## src/rtl/tx_desc_sched.sv

```systemverilog
// rtl/tx_desc_sched.sv - multi-queue TX descriptor fetch / write-back scheduler
//
// Purpose: for NQ transmit rings, decides when to fetch descriptors from the
// host ring and when to write completed ones back. Queues are picked
// round-robin, and write-back wins over fetch within a queue. One command at
// a time goes to the DMA command engine. The scheduler keeps a fetch pointer
// and a write-back pointer (head) for each queue.
//
// Ports:
//   aclk, aresetn        clock, asynchronous active-low reset
//   q_en                 per-queue transmit enable
//   q_tdt, q_len         per-queue host tail index and ring size (packed)
//   q_in_lvl, q_out_lvl  per-queue cached / completed descriptor levels
//   PTHRESH, HTHRESH     prefetch and host-available thresholds
//   WTHRESH              write-back threshold (0 = timer only)
//   TIDV, tick           write-back flush delay (0 = off) and its time base
//   cmd_valid/cmd_ready  command handshake; cmd_wb, cmd_q, cmd_idx, cmd_cnt
//   cmd_done             completion pulse for the outstanding command
//   q_tdh                per-queue head (write-back pointer), packed
module tx_desc_sched #(
  parameter int NQ    = 2,
  parameter int PTR_W = 16,
  parameter int LVL_W = 6,
  parameter int DEPTH = 32,
  parameter int TMO_W = 16
) (
  input  logic                aclk,
  input  logic                aresetn,
  input  logic [NQ-1:0]       q_en,
  input  logic [NQ*PTR_W-1:0] q_tdt,
  input  logic [NQ*PTR_W-1:0] q_len,
  input  logic [NQ*LVL_W-1:0] q_in_lvl,
  input  logic [NQ*LVL_W-1:0] q_out_lvl,
  input  logic [LVL_W-1:0]    PTHRESH,
  input  logic [LVL_W-1:0]    HTHRESH,
  input  logic [LVL_W-1:0]    WTHRESH,
  input  logic [TMO_W-1:0]    TIDV,
  input  logic                tick,
  output logic                cmd_valid,
  input  logic                cmd_ready,
  output logic                cmd_wb,
  output logic [2:0]          cmd_q,
  output logic [PTR_W-1:0]    cmd_idx,
  output logic [LVL_W-1:0]    cmd_cnt,
  input  logic                cmd_done,
  output logic [NQ*PTR_W-1:0] q_tdh
);

  // Wide enough for any pointer/level sum without overflow.
  localparam int CW = ((PTR_W > LVL_W) ? PTR_W : LVL_W) + 1;
  localparam logic [CW-1:0] DEPTH_C = CW'(DEPTH);
  localparam logic [CW-1:0] LVL_MAX = CW'((1 << LVL_W) - 1);

  localparam logic [1:0] S_IDLE  = 2'd0;
  localparam logic [1:0] S_ARB   = 2'd1;
  localparam logic [1:0] S_ISSUE = 2'd2;
  localparam logic [1:0] S_WAIT  = 2'd3;

  logic [1:0]       state_q, state_d;
  logic [2:0]       rr_q, rr_d;
  logic             cmd_wb_q;
  logic [2:0]       cmd_q_q;
  logic [PTR_W-1:0] cmd_idx_q;
  logic [LVL_W-1:0] cmd_cnt_q;

  logic [PTR_W-1:0] fp_q  [NQ];
  logic [PTR_W-1:0] fp_d  [NQ];
  logic [PTR_W-1:0] wp_q  [NQ];
  logic [PTR_W-1:0] wp_d  [NQ];
  logic [TMO_W-1:0] tmr_q [NQ];
  logic [TMO_W-1:0] tmr_d [NQ];

  logic [NQ-1:0]    f_ok, w_ok;
  logic [LVL_W-1:0] f_cnt [NQ];
  logic [LVL_W-1:0] w_cnt [NQ];

  logic             sel_found, sel_wb, load, hs;
  logic [2:0]       sel_q;
  logic [PTR_W-1:0] sel_idx;
  logic [LVL_W-1:0] sel_cnt;
  logic [CW-1:0]    hth;

  function automatic logic [CW-1:0] min2(input logic [CW-1:0] a, input logic [CW-1:0] b);
    return (a < b) ? a : b;
  endfunction

  // Advance a ring pointer; landing exactly on the ring size wraps to 0.
  function automatic logic [PTR_W-1:0] wrap_add(input logic [PTR_W-1:0] p,
                                                input logic [LVL_W-1:0] c,
                                                input logic [PTR_W-1:0] l);
    logic [CW-1:0] s;
    s = CW'(p) + CW'(c);
    return (s >= CW'(l)) ? '0 : PTR_W'(s);
  endfunction

  // A host threshold of 0 still needs at least one descriptor available.
  assign hth = (HTHRESH == '0) ? CW'(1) : CW'(HTHRESH);

  for (genvar g = 0; g < NQ; g++) begin : g_q
    logic [CW-1:0] tdt, len, fp, wp, inl, outl;
    logic [CW-1:0] avail, room, f_wrap, w_wrap, fmin, wmin;
    logic          expired;

    assign tdt  = CW'(q_tdt[g*PTR_W +: PTR_W]);
    assign len  = CW'(q_len[g*PTR_W +: PTR_W]);
    assign inl  = CW'(q_in_lvl[g*LVL_W +: LVL_W]);
    assign outl = CW'(q_out_lvl[g*LVL_W +: LVL_W]);
    assign fp   = CW'(fp_q[g]);
    assign wp   = CW'(wp_q[g]);

    assign avail  = (tdt >= fp) ? tdt - fp : tdt + len - fp;
    assign room   = (inl >= DEPTH_C) ? '0 : DEPTH_C - inl;
    // Commands never cross the ring end; the remainder goes in a second command.
    assign f_wrap = (fp >= len) ? '0 : len - fp;
    assign w_wrap = (wp >= len) ? '0 : len - wp;
    assign fmin   = min2(min2(avail, room), f_wrap);
    assign wmin   = min2(outl, w_wrap);

    assign f_cnt[g] = (fmin > LVL_MAX) ? '1 : LVL_W'(fmin);
    assign w_cnt[g] = (wmin > LVL_MAX) ? '1 : LVL_W'(wmin);

    assign expired = (TIDV != '0) && (tmr_q[g] >= TIDV);
    assign f_ok[g] = q_en[g] && (inl < CW'(PTHRESH)) && (avail >= hth) && (fmin != '0);
    assign w_ok[g] = q_en[g] && (outl != '0) && (wmin != '0) &&
                     (((WTHRESH != '0) && (outl >= CW'(WTHRESH))) || expired);

    assign q_tdh[g*PTR_W +: PTR_W] = wp_q[g];
  end

  // Round-robin pick: the eligible queue with the smallest distance from rr.
  always_comb begin
    int d, best_d;
    d         = 0;
    best_d    = NQ;
    sel_found = 1'b0;
    sel_q     = '0;
    sel_wb    = 1'b0;
    sel_idx   = '0;
    sel_cnt   = '0;
    for (int q = 0; q < NQ; q++) begin
      d = (q >= int'(rr_q)) ? q - int'(rr_q) : q + NQ - int'(rr_q);
      if ((f_ok[q] || w_ok[q]) && (d < best_d)) begin
        best_d    = d;
        sel_found = 1'b1;
        sel_q     = 3'(q);
        sel_wb    = w_ok[q];
        sel_idx   = w_ok[q] ? wp_q[q] : fp_q[q];
        sel_cnt   = w_ok[q] ? w_cnt[q] : f_cnt[q];
      end
    end
  end

  assign hs = (state_q == S_ISSUE) && cmd_ready;

  always_comb begin
    state_d = state_q;
    rr_d    = rr_q;
    load    = 1'b0;
    case (state_q)
      S_IDLE:  if (|q_en) state_d = S_ARB;
      S_ARB: begin
        if (sel_found) begin
          load    = 1'b1;
          state_d = S_ISSUE;
        end else if (!(|q_en)) begin
          state_d = S_IDLE;
        end
      end
      S_ISSUE: begin
        if (cmd_ready) begin
          rr_d    = (cmd_q_q >= 3'(NQ - 1)) ? 3'd0 : cmd_q_q + 3'd1;
          state_d = S_WAIT;
        end
      end
      S_WAIT:  if (cmd_done) state_d = S_ARB;
      default: state_d = S_IDLE;
    endcase
  end

  // Per-queue pointers and timers. A disabled queue is held cleared, which
  // also discards the pointer update of a command accepted after disable.
  always_comb begin
    logic hit;
    hit = 1'b0;
    for (int q = 0; q < NQ; q++) begin
      fp_d[q]  = fp_q[q];
      wp_d[q]  = wp_q[q];
      tmr_d[q] = tmr_q[q];
      hit      = hs && (cmd_q_q == 3'(q));
      if (!q_en[q]) begin
        fp_d[q]  = '0;
        wp_d[q]  = '0;
        tmr_d[q] = '0;
      end else begin
        if (hit && !cmd_wb_q) fp_d[q] = wrap_add(fp_q[q], cmd_cnt_q, q_len[q*PTR_W +: PTR_W]);
        if (hit && cmd_wb_q)  wp_d[q] = wrap_add(wp_q[q], cmd_cnt_q, q_len[q*PTR_W +: PTR_W]);
        // Clear outranks a coincident tick.
        if ((q_out_lvl[q*LVL_W +: LVL_W] == '0) || (TIDV == '0) || (hit && cmd_wb_q))
          tmr_d[q] = '0;
        else if (tick && (tmr_q[q] != '1))
          tmr_d[q] = tmr_q[q] + TMO_W'(1);
      end
    end
  end

  always_ff @(posedge aclk or negedge aresetn) begin
    if (!aresetn) begin
      state_q   <= S_IDLE;
      rr_q      <= '0;
      cmd_wb_q  <= 1'b0;
      cmd_q_q   <= '0;
      cmd_idx_q <= '0;
      cmd_cnt_q <= '0;
      for (int q = 0; q < NQ; q++) begin
        fp_q[q]  <= '0;
        wp_q[q]  <= '0;
        tmr_q[q] <= '0;
      end
    end else begin
      state_q <= state_d;
      rr_q    <= rr_d;
      if (load) begin
        cmd_wb_q  <= sel_wb;
        cmd_q_q   <= sel_q;
        cmd_idx_q <= sel_idx;
        cmd_cnt_q <= sel_cnt;
      end
      for (int q = 0; q < NQ; q++) begin
        fp_q[q]  <= fp_d[q];
        wp_q[q]  <= wp_d[q];
        tmr_q[q] <= tmr_d[q];
      end
    end
  end

  assign cmd_valid = (state_q == S_ISSUE);
  assign cmd_wb    = cmd_wb_q;
  assign cmd_q     = cmd_q_q;
  assign cmd_idx   = cmd_idx_q;
  assign cmd_cnt   = cmd_cnt_q;

endmodule
```

## config.mk

```make
export PLATFORM = sky130hd
export DESIGN_NAME = tx_desc_sched
export DESIGN_NICKNAME = d
export VERILOG_FILES = /design/src/rtl/tx_desc_sched.sv
export SDC_FILE = /design/constraint.sdc
export NUM_CORES = 1
export LEC_CHECK = 0
export ABC_AREA = 0
export ABC_CLOCK_PERIOD_IN_PS = 10500
export BUFFER_PORTS_ARGS = -buffer_cell sky130_fd_sc_hd__buf_2
export CORE_MARGIN = 3
export CORE_UTILIZATION = 50
export DETAILED_ROUTE_END_ITERATION = 8
export PLACE_DENSITY_LB_ADDON = 0.05
export SYNTH_ARGS = -nofsm -noshare
export SYNTH_HDL_FRONTEND = slang
export SYNTH_SLANG_ARGS = --single-unit
```

## constraint.sdc

```tcl
create_clock -name aclk -period 10.5 [get_ports aclk]
set_input_delay 1.05 -clock aclk [delete_from_list [all_inputs] [get_ports aclk]]
set_output_delay 1.05 -clock aclk [all_outputs]
set_load 0.01 [all_outputs]
```

==> impl_results.md <==
- Clock network latency to the later pin of the worst-skew pair: 0.45 ns
- Maximum number of pins on one net before global-route repair: 64
- Total Negative Setup Slacks: 0 ns
- Wire length reported by the detailed router: 77.7 mm
- Number of enable flip-flop cells after synthesis: 0
- Setup fix buffers added after clock tree synthesis: 0
- Ports placed on the boundary: 188
- Area grow syn2layout: 9.41%
- Actual slew at the worst max-slew pin: 1.23 ns
- Most repeated library cell on the critical path: sky130_fd_sc_hd__inv_1
- Required time at the endpoint of the critical path: 10.78 ns
- Power per standard cell area: 127 nW/um^2
- Primary flip-flop cell chosen by synthesis mapping: sky130_fd_sc_hd__dfrtp_1
- Root Driver: sky130_fd_sc_hd__clkbuf_16
- Total count of max-transition violations in the final report: 0
- Estimated wirelength of the detail-placed design: 65.5 mm
- Total number of vias: 22,400
- Total chip power: 0.00308 W
- Maximum resistive drop on vdd: 0.000128 V
- GR met1 Demand/Resource: 40.0%
- Number of sinks handled by clock tree synthesis: 123
- Post-synth cell types: 98
- CTS HTree Levels: 4
- Worst setup path category: primary input to flop
- Share of the clock period used by the worst path after layout: 91.2%
- Worst clock skew on the final layout: 0.0156 ns
- Clock period minus worst slack: 9.58 ns
- DRC violations left: 0
- Die X-Extent: 216 um
- Global-route layer with the greatest usage: met2
- Count of routing violations after the opening detailed-route iteration: 1,543
- Cell area after technology mapping: 22,100 sq um
- Weighted congestion reported at the end of routability-driven placement: 0.959
- Smallest hold slack: 0.566 ns
- Wire per inst: 21.3 um
- Crit Path Max Fanout: 22
- Biggest area contributors in the synthesized netlist: sky130_fd_sc_hd__ha_1 21%, sky130_fd_sc_hd__dfrtp_1 14%, sky130_fd_sc_hd__inv_1 5.5%
- Share of cells above drive strength 1: 9.82%
- RSZ-0062 raised after global routing: no
- Commonest cells after routing, fill and taps aside: 364 x sky130_fd_sc_hd__ha_1, 322 x sky130_fd_sc_hd__inv_1, 266 x sky130_fd_sc_hd__nand2_1
- Initial antenna violation count: 8
- Worst path top cell family by delay: compound AO/OA/AOI/OAI gates
- Height of the die: 216 um
- Library cell with the largest summed area after synthesis: sky130_fd_sc_hd__ha_1
- Met3 track utilization from global routing: 4.99%
- Delay of the slowest cell on the worst path: 0.65 ns
- Status: finished, final reports clean
- Cell area reported after detailed placement: 23,600 sq um
- Final number of setup-violating endpoints: 0
- Static leakage: 11.3 nW
- Die Area: 46,800 sq um
- Slowest library cell on the worst path: sky130_fd_sc_hd__nor4_1
- Final worst setup slack: 0.922 ns
- WP data arrival: 9.86 ns
- Area share of the leading cell type in the synthesized netlist: 20.6%
- Global-route wire length before repair: 120 mm
- Combined buffer and inverter count along the critical path: 5
- Residual overflow from global routing: 0
- Most frequent standard cell in the layout excluding fill and tap cells: sky130_fd_sc_hd__ha_1
- Area inside the core boundary: 43,400 sq um
- Drt first pass iters: 6
- Clock tree from TritonCTS: done
- Clk slew on worst S/H paths: 0.06 ns
- Met2 usage: 55.7%
- Overall fraction of global-route tracks in use: 32.4%
- Worst relative slew slack: 17.6%
- Row Count: 76
- Number of buffers inserted by port buffering: 185
- CP Capture Type: flop
- Maxcap violations: 0
- Element type at the critical path start: primary input
- Via count of the first global-routing pass: 21,900
- Share of the yosys chip area belonging to registers: 13.9%
- Clock buffer count from CTS: 17
- Synth warnings: 0
- Instance count of the mapped netlist: 2,899
- Reg-to-reg setup timing slack: 1.23 ns
- Flip-flop and latch count after synthesis: 123
- Starting density of the core: 51.0%
- Final Hold Violating Endpoints: 0
- CTS Buffer Depth: 2
- Antenna Nets Post-Route: 0
- Per-cell via count in the routed design: 6.14
- Ys async rst share: 100%
- Average cell area after synthesis: 7.63 sq um
- Net total in the final layout: 3,587
- Max Freq: 104 MHz
- Setup slack after placement: 0.310 ns
- Finished Cell Area: 24,200 sq um
- Min-delay worst type: flop to flop
==> cell usage after synthesis, drive strengths merged, types with 8 or more instances <==
| master | instances |
|---|---|
| a211o | 9 |
| a211oi | 34 |
| a21boi | 13 |
| a21o | 77 |
| a21oi | 202 |
| a221oi | 10 |
| a22o | 18 |
| a31oi | 35 |
| and2 | 28 |
| and3 | 29 |
| buf | 21 |
| clkbuf | 48 |
| dfrtp | 123 |
| fa | 42 |
| ha | 364 |
| inv | 322 |
| mux2 | 11 |
| mux2i | 27 |
| nand2 | 266 |
| nand2b | 43 |
| nand3 | 66 |
| nand3b | 9 |
| nand4 | 64 |
| nor2 | 196 |
| nor2b | 36 |
| nor3 | 48 |
| nor4 | 30 |
| o211ai | 16 |
| o21a | 71 |
| o21ai | 217 |
| o21bai | 16 |
| o221ai | 27 |
| o22ai | 17 |
| o311ai | 8 |
| o31a | 16 |
| o31ai | 16 |
| or2 | 18 |
| or3 | 34 |
| or4 | 10 |
| xnor2 | 106 |
| xor2 | 52 |
==> metal layers <==
| layer | vias to the layer above | routed length, um | share of wire (%) |
|---|---|---|---|
| met5 | - | 38 | 0.049 |
| met4 | 6 | 4000 | 5.1 |
| met3 | 197 | 4410 | 5.7 |
| met2 | 775 | 36800 | 47 |
| met1 | 10600 | 32500 | 42 |
| li1 | 10800 | - | - |
==> cell families after synthesis <==
logic type                 synth area share (%)
and+or+nand+nor                            20.3
AOI/OAI and AO/OA                          26.4
adders and majority gates                  24.4
buffers and inverters                      6.85
xor gates and xnor gates                   6.25
DFF                                        13.9
muxes                                      1.82
other                                    0.0170
==> path summary, 6_finish.rpt <==
| path | startpoint | endpoint | cells past startpoint |
|---|---|---|---|
| worst min-delay path | rr_q[0]$_DFFE_PN0P_ | rr_q[0]$_DFFE_PN0P_ | 2 |
| worst max register to register | fp_q[17]$_DFFE_PN0P_ | cmd_idx[10]$_DFFE_PN0P_ | 32 |
| worst min register to register | rr_q[0]$_DFFE_PN0P_ | rr_q[0]$_DFFE_PN0P_ | 2 |
| min in group asynchronous | aresetn | fp_q[28]$_DFFE_PN0P_ | 1 |
| worst max-delay path | q_len[17] | cmd_idx[10]$_DFFE_PN0P_ | 32 |
| max in group asynchronous | aresetn | fp_q[19]$_DFFE_PN0P_ | 2 |
==> where the power goes <==
group / switching (W) / internal, W
registers: 0.0000838 / 0.000505
clock network: 0.000264 / 0.000329
logic: 0.00114 / 0.000761
total: 0.00148 / 0.00160
==> final cells by class <==
| class | instances | area [sq um] |
|---|---|---|
| Inverter | 322 | 1210 |
| Antenna cell | 4 | 10.0 |
| Timing Repair Buffer | 202 | 1060 |
| Fill cell | 4291 | 19200 |
| Sequential cell | 123 | 3080 |
| Tap cell | 585 | 732 |
| Clock buffer | 17 | 425 |
| Multi-Input combinational cell | 2386 | 17600 |
| Clock inverter | 15 | 143 |
==> flip-flops by register name, indices dropped and copies added, names as in the netlist <==
| name | cells |
|---|---|
| cmd_wb | 1 |
| cmd_cnt | 6 |
| cmd_q | 1 |
| fp_q | 32 |
| tmr_q | 32 |
| cmd_idx | 16 |
| state_q | 2 |
| q_tdh | 32 |
| rr_q | 1 |
==> through the flow <==
step | std cells | utilization, %
final | 3654 | 55.8
after detailed placement | 3618 | 54.5
after CTS | 3650 | 55.8
after floorplan | 2900 | -
after global placement | 3618 | 54.5
after global routing | 3651 | 55.8
==> what timing repair did <==
| item | in CTS | in global routing |
|---|---|---|
| hold buffers | 0 | 0 |
| setup endpoints to repair | 0 | 1 |
| resized for setup | 0 | 1 |
==> worst min-delay path: stages (launching register included) <==
cell and delay [ns]:
sky130_fd_sc_hd__dfrtp_1 0.40, sky130_fd_sc_hd__a21oi_1 0.06, sky130_fd_sc_hd__nor2_1 0.07
No activity file was read; power rests on OpenSTA's default activity.
